`config.mk`:
```
export PLATFORM = sky130hd
export DESIGN_NAME = game_frame_sequencer
export DESIGN_NICKNAME = d
export VERILOG_FILES = /design/src/rtl/game_frame_sequencer.sv
export SDC_FILE = /design/constraint.sdc
export NUM_CORES = 1
export LEC_CHECK = 0
export CORE_ASPECT_RATIO = 1.5
export CORE_MARGIN = 8
export CORE_UTILIZATION = 43
export DETAILED_ROUTE_END_ITERATION = 10
export PLACE_DENSITY = 0.65
export SYNTH_ARGS = -nofsm -noshare
export SYNTH_HDL_FRONTEND = slang
export SYNTH_SLANG_ARGS = --single-unit
```
`constraint.sdc`:
```
create_clock -name clk -period 2.75 [get_ports clk]
set_clock_uncertainty 0.05 [all_clocks]
set_input_delay 0.55 -clock clk [delete_from_list [all_inputs] [get_ports clk]]
set_output_delay 0.55 -clock clk [all_outputs]
set_load 0.01 [all_outputs]
```
`src/rtl/game_frame_sequencer.sv`:
```
// Screen/game-state sequencer: tracks lives from hit pulses and commits screen
// changes only on vsync_tick so the colorizer never switches mid-frame.
module game_frame_sequencer #(
    parameter int unsigned LIVES    = 3,
    parameter int unsigned LIFE_W   = 2,
    parameter int unsigned WIN_HOLD = 300,
    parameter int unsigned HOLD_W   = 9
) (
    input  logic              clk,
    input  logic              reset_n,
    input  logic              vsync_tick,
    input  logic              start_btn,
    input  logic              tank_hit,
    input  logic              train_hit,
    output logic              frame1,
    output logic              frame2,
    output logic              frame3,
    output logic              frame4,
    output logic [LIFE_W-1:0] tank_lives,
    output logic [LIFE_W-1:0] train_lives,
    output logic              game_active
);

    typedef enum logic [1:0] {
        ST_TITLE     = 2'd0,
        ST_PLAY      = 2'd1,
        ST_TANK_WIN  = 2'd2,
        ST_TRAIN_WIN = 2'd3
    } state_e;

    state_e              state_q, state_d;
    state_e              req_state_q, req_state_d;
    logic                req_valid_q, req_valid_d;
    logic                start_q;
    logic                start_rise;
    logic [HOLD_W-1:0]   hold_q, hold_d;
    logic [LIFE_W-1:0]   tank_lives_q, tank_lives_d;
    logic [LIFE_W-1:0]   train_lives_q, train_lives_d;
    logic [3:0]          frame_q, frame_d;
    logic                game_active_q, game_active_d;

    assign start_rise = start_btn & ~start_q;

    // Event detection raises a request; vsync_tick commits the (possibly new) request.
    always_comb begin
        state_d       = state_q;
        req_state_d   = req_state_q;
        req_valid_d   = req_valid_q;
        hold_d        = hold_q;
        tank_lives_d  = tank_lives_q;
        train_lives_d = train_lives_q;

        case (state_q)
            ST_TITLE: begin
                if (start_rise) begin
                    req_valid_d = 1'b1;
                    req_state_d = ST_PLAY;
                end
            end
            ST_PLAY: begin
                if (!req_valid_q) begin
                    if (tank_hit && (tank_lives_q != '0))
                        tank_lives_d = tank_lives_q - LIFE_W'(1);
                    if (train_hit && (train_lives_q != '0))
                        train_lives_d = train_lives_q - LIFE_W'(1);
                    if ((tank_lives_d == '0) && (train_lives_d == '0)) begin
                        req_valid_d = 1'b1;
                        req_state_d = ST_TITLE;
                    end else if (train_lives_d == '0) begin
                        req_valid_d = 1'b1;
                        req_state_d = ST_TANK_WIN;
                    end else if (tank_lives_d == '0) begin
                        req_valid_d = 1'b1;
                        req_state_d = ST_TRAIN_WIN;
                    end
                end
            end
            ST_TANK_WIN, ST_TRAIN_WIN: begin
                if (vsync_tick && (hold_q != HOLD_W'(WIN_HOLD)))
                    hold_d = hold_q + HOLD_W'(1);
                if (!req_valid_q && (start_rise || (hold_q == HOLD_W'(WIN_HOLD)))) begin
                    req_valid_d = 1'b1;
                    req_state_d = ST_TITLE;
                end
            end
            default: ;
        endcase

        if (vsync_tick && req_valid_d) begin
            state_d     = req_state_d;
            req_valid_d = 1'b0;
            hold_d      = '0;
            if (req_state_d == ST_PLAY) begin
                tank_lives_d  = LIFE_W'(LIVES);
                train_lives_d = LIFE_W'(LIVES);
            end
        end
    end

    // Screen selects decoded from the next state so they line up with state_q.
    always_comb begin
        frame_d = 4'b0000;
        case (state_d)
            ST_TITLE:     frame_d = 4'b0001;
            ST_PLAY:      frame_d = 4'b0010;
            ST_TANK_WIN:  frame_d = 4'b0100;
            ST_TRAIN_WIN: frame_d = 4'b1000;
            default:      frame_d = 4'b0001;
        endcase
        game_active_d = (state_d == ST_PLAY);
    end

    always_ff @(posedge clk or negedge reset_n) begin
        if (!reset_n) begin
            state_q       <= ST_TITLE;
            req_state_q   <= ST_TITLE;
            req_valid_q   <= 1'b0;
            start_q       <= 1'b0;
            hold_q        <= '0;
            tank_lives_q  <= LIFE_W'(LIVES);
            train_lives_q <= LIFE_W'(LIVES);
            frame_q       <= 4'b0001;
            game_active_q <= 1'b0;
        end else begin
            state_q       <= state_d;
            req_state_q   <= req_state_d;
            req_valid_q   <= req_valid_d;
            start_q       <= start_btn;
            hold_q        <= hold_d;
            tank_lives_q  <= tank_lives_d;
            train_lives_q <= train_lives_d;
            frame_q       <= frame_d;
            game_active_q <= game_active_d;
        end
    end

    assign frame1      = frame_q[0];
    assign frame2      = frame_q[1];
    assign frame3      = frame_q[2];
    assign frame4      = frame_q[3];
    assign tank_lives  = tank_lives_q;
    assign train_lives = train_lives_q;
    assign game_active = game_active_q;

endmodule

```
Word level (Yosys, flattened, before mapping):

Cells that the tools add are included.

* bits in registers: 24
* output and inout port bits: 9
* logic and storage cells: 75

* reduce and logical (&&, ||, !) cells: 18
* add/subtract/negate cells: 3
* bitwise operators: 2
* equality and inequality tests: 9
* mux-type cells: 34

Operators with widths (number)
* $mux W2: 21
* $mux W9: 3
* $pmux W4 S4: 1
* $add A9 B1 Y9 const B: 1
* $eq A9 B9 Y1 const B: 1
* $ne A9 B9 Y1 const B: 1
* $eq A2 B2 Y1 const B: 4
* $logic_not A2 Y1: 4
* $reduce_bool A2 Y1: 4
* $mux W1: 7
* $eq A2 B1 Y1 const B: 3
* $logic_and A1 B1 Y1: 6
* $pmux W2 S3: 1
* $sub A2 B1 Y2 const B: 2
* $pmux W1 S3: 1
* $reduce_and A2 Y1: 1
* $reduce_or A2 Y1: 1
* $and A1 B1 Y1: 1
* $logic_not A1 Y1: 1
* $logic_or A1 B1 Y1: 1
* $not A1 Y1: 1

Longest topological paths before layout:

* depth after elaboration: 15
* gate-level depth with buffers: 8

Worst setup path before layout:

Ideal clock, no wire load.

* path type: reg2reg
* start point: register tank_lives_q[0] (netlist: tank_lives[0])
* end point: register frame_q[2]
* slack: 0.661 ns
* stages on the path, launching flop included: 9
* data required time: 2.580 ns
* buffers on the path: 0
* arrival time: 1.919 ns
* cells stage by stage: dfstp_2 -> inv_1 -> ha_1 -> nand4b_1 -> o31a_4 -> o31ai_1 -> o2bb2ai_2 -> inv_4 -> a31o_1

* elaborated cells on any way between the ends: 25

RTL lines
* from (decl): line 37 `logic [LIFE_W-1:0] tank_lives_q, tank_lives_d;`
* from (signal assigned): line 120 `tank_lives_q <= LIFE_W'(LIVES);`
* from (signal assigned): line 130 `tank_lives_q <= tank_lives_d;`
* branches (longest 2 deep; another with $sub A2 B1 Y2)
* $mux W2 *: line 62 `if (tank_hit && (tank_lives_q != '0))`
* $mux W2 *: line 61 `if (!req_valid_q) begin`
* $mux W2 *: line 53 `case (state_q)`
* $logic_not A2 Y1 *: line 66, 72
* $mux W2: line 72 `end else if (tank_lives_d == '0) begin`
* $mux W2: line 69 `end else if (train_lives_d == '0) begin`
* $mux W2 *: line 66 `if ((tank_lives_d == '0) && (train_lives_d == '0)) begin`
* $mux W2 *: line 61
* $pmux W2 S3 *: line 53
* net req_state_d[1]: line 32 `state_e req_state_q, req_state_d;`
* $mux W2 *: line 89 `if (vsync_tick && req_valid_d) begin`
* $eq A2 B2 Y1 (tied with other cells): line 103 `case (state_d)`
* $pmux W4 S4 *: line 103
* net frame_d[2]: line 39 `logic [3:0] frame_q, frame_d;`
* to (signal assigned): line 132 `frame_q <= frame_d;`
* to (decl): line 39

Mark *: on every way through the listed nets, which the timed path passes. The select of a mux whose other input is x is not followed.
A chain may end at the register's enable or synchronous reset.

Worst setup path in the final report:

* start point: register train_lives_q[0] (netlist: train_lives[0])
* end point: register frame_q[2]

* longest elaborated chain between the ends: 14
* elaborated cells on any way between the ends: 23

Ends and longest elaborated chain
* from (decl): line 38 `logic [LIFE_W-1:0] train_lives_q, train_lives_d;`
* from (signal assigned): line 121 `train_lives_q <= LIFE_W'(LIVES);`
* from (signal assigned): line 131 `train_lives_q <= train_lives_d;`
* branches (longest 2 deep; another with $sub A2 B1 Y2)
* $mux W2 *: line 64 `if (train_hit && (train_lives_q != '0))`
* $mux W2 *: line 61
* $mux W2 *: line 53
* $logic_not A2 Y1 *: line 66, 69
* $mux W1 or $logic_and A1 B1 Y1 (tied branches): line 69, 66
* $mux W1: line 66
* $mux W1: line 61
* $pmux W1 S3: line 53
* $logic_and A1 B1 Y1: line 89
* $mux W2 *: line 89
* $eq A2 B2 Y1 (tied with other cells): line 103
* $pmux W4 S4 *: line 103
* net frame_d[2]: line 39

Marked as above.

==> results.tsv <==
stage	metric	value	unit
outcome	outcome	finished clean	
clocking	Skew-Pair Late Insertion Delay	0.26	ns
power_and_ir_drop	Static Leak	0.700	nW
synth	sequential area share after synthesis	0.402	
clocking	CTS tree	done	
synth	Net Count, Synth	151	
clocking	Hold-fix buffers, CTS	0	
synth	register bit total from synthesis	23	
grt	vias in the first global route	1189	
worst_setup_path	slowest CP cell	dfstp_2	
layout	area growth from synthesis to layout	12.3	%
sta	slew at the pin closest to its max-slew limit	0.550	ns
synth	Post-Syn Area	1450	µm²
worst_setup_path	Levels on crit path	7	
layout	Final Core Density	0.489	
clocking	clk sinks	23	
power_and_ir_drop	Pwr Density	1000	nW/µm²
sta	relative slew slack	0.633	
placement	RePlAce Congestion	0.829	
synth	area leader, netlist	dfrtp_1	
floorplan	die width	63.4	µm
synth	Synth area leaders	dfrtp_1, dfstp_2, o31ai_1	
floorplan	row cnt	26	
grt	antenna violations before repair	0	
synth	Synth Flop Type	dfrtp_1	
synth	count leader, synth	dfrtp_1	
clocking	post-CTS setup buffer count	0	
synth	Post-Syn Area per Cell	10.3	µm²
synth	EDFF count, synth	0	
synth	share of flip-flops with an asynchronous set or reset	1.00	
worst_setup_path	Arrival @ worst endpoint	2.41	ns
floorplan	core area	3320	µm²
worst_setup_path	CP bufs+invs	1	
placement	number of port buffers	14	
drt	final routed DRC violation total	0	
sta	final hold vios	0	
synth	post-synthesis cell count	141	
grt	grt ovf	0	
drt	Total Wirelength	3130	µm
clocking	Worst-path clk slew	0.09	ns
floorplan	die height	87.0	µm
clocking	CTS resizes	0	
layout	Final nets	165	
sta	final slew viol count	0	
synth	post-synth cell types	50	
sta	final worst-path cycle share	0.836	
power_and_ir_drop	Max IR drop VDD	468	µV
clocking	Max clock buf depth	2	
grt	first-pass GRT wire length	5450	µm
worst_setup_path	max incr delay on CP	0.57	ns
synth	Post-synth top cells	dfrtp_1, nor2_1, inv_1	
grt	largest net degree at the start of global routing	17	
synth	synth warn	0	
clocking	Clock Tree Root	clkbuf_8	
run	Max Cap Viol	0	
drt	via density per instance	5.84	
drt	initial DRC count	41	
placement	dpl hpwl	2410	µm
floorplan	IO Pins	15	
worst_setup_path	critical path fanouts, max	10	
worst_setup_path	Critical Path Source Type	register	
worst_setup_path	Setup Crit Path Kind	reg -> reg	
drt	WL/cell	16.0	µm
sta	RSZ-0062 raised after global routing	no	
worst_setup_path	Worst setup EP type	register	
floorplan	die area	5510	µm²
worst_setup_path	CP Data Required Time	2.86	ns
sta	Tmin final	2.30	ns
sta	final count of negative-setup-slack endpoints	0	
synth	Synth top area share	0.311	
clocking	CTS buffer count	3	
grt	Total GRT Usage	0.121	
worst_hold_path	worst hold stages	2	
layout	ANT cells	0	
drt	vias	1145	
layout	fillers	320	
clocking	H-tree depth	1	
layout	layout cells sized above 1	0.143	
sta	f_max	0.435	GHz
worst_hold_path	Hold Path Class	reg -> reg	
worst_setup_path	CP top delay family	compound AO/OA/AOI/OAI gates	
sta	Fin Setup TNS	0	ns
worst_setup_path	crit path cell chain	inv_1 > ha_1 > nand4b_1 > o31a_1 > a32o_1 > nor2_4 > a31o_1	
floorplan	Starting Density	0.436	
drt	DRT antenna net count	0	
drt	Pre-Repair DR Iteration Count	4	
worst_setup_path	worst r2r path cells	7	
power_and_ir_drop	Total Power	0.00163	W
cells by family (layout without fill, tap and decap cells):
logic type	Yosys count	in the layout	share of synthesized area
AOI/OAI and AO/OA	44	44	0.243
xor gates and xnor gates	7	7	0.0424
adders and majority gates	4	4	0.0346
buffers and inverters	18	31	0.0805
DFF	23	23	0.402
and+or+nand+nor	45	45	0.197
cell type report:
cell class	instances	area, µm²	share of cell area
Multi-Input combinational cell	100	748	0.461
Sequential cell	23	582	0.358
Timing Repair Buffer	15	148	0.0909
Tap cell	42	52.6	0.0324
Inverter	12	47.5	0.0293
Clock buffer	3	41.3	0.0254
Clock inverter	1	5.00	0.00308
path summary, 6_finish.rpt:
check	start	to	slack (ns)
hold reg to reg	hold_q[8]	hold_q[8]	0.53
max in group asynchronous	reset_n	frame_q[0]	1.43
min in group asynchronous	reset_n	hold_q[4]	0.58
setup reg to reg	train_lives[0]	frame_q[2]	0.45
hold / removal	hold_q[8]	hold_q[8]	0.53
setup / recovery	train_lives[0]	frame_q[2]	0.45
per-stage QoR:
step                worst slack (ns)  instance area, µm²  hold slack [ns]  cells
finish                         0.450                1620            0.532    196
global route                   0.337                1620            0.551    196
CTS                            0.470                1620            0.534    196
detailed placement             0.254                1580            0.510    192
global placement               0.291                1580            0.498    192
floorplan                      0.661                1450            0.204    141
per-layer routing:
layer  GRT usage  share of wire  vias to the layer above
met3      0.0284          0.033                        8
met2       0.224           0.55                       28
li1            -              -                      548
met1       0.121           0.39                      561
met5           0              0                        -
met4      0.0652          0.023                        0
worst reg2reg max path, cell delays in order (launching register included):
cell and delay, ns:
dfstp_2 0.57, inv_1 0.07, ha_1 0.31, nand4b_1 0.11, o31a_1 0.28, a32o_1 0.49
nor2_4 0.10, a31o_1 0.22
registers in the layout (all words and copies together), names as in the netlist:
name,flops
hold_q,9
frame_q,4
req_state_q,2
state_q,2
tank_lives,2
train_lives,2
req_valid_q,1
start_q,1
placed cells by master, fill, tap and decap left out, drive strengths merged, types with 2 or more instances in the layout:
master         instances
nand2                  7
o211ai                 2
o31a                   2
nand4                  2
nor2                  13
a31o                   2
inv                   12
nor4                   2
nor2b                  3
ha                     4
o21ai                  9
dfstp                  5
xor2                   3
o211a                  3
nand3                  3
a21boi                 2
a21oi                  3
dfrtp                 18
nor3                   4
o31ai                  8
xnor2                  4
a32o                   4
nand4b                 4
clkbuf                 3
clkdlybuf4s50         14
where the power goes:
part           switching [W]  internal, W  total [W]
logic               0.000462     0.000364   0.000826
clock network       0.000110     0.000101   0.000211
registers           0.000131     0.000460   0.000591
No activity file was read; power rests on OpenSTA's default activity.
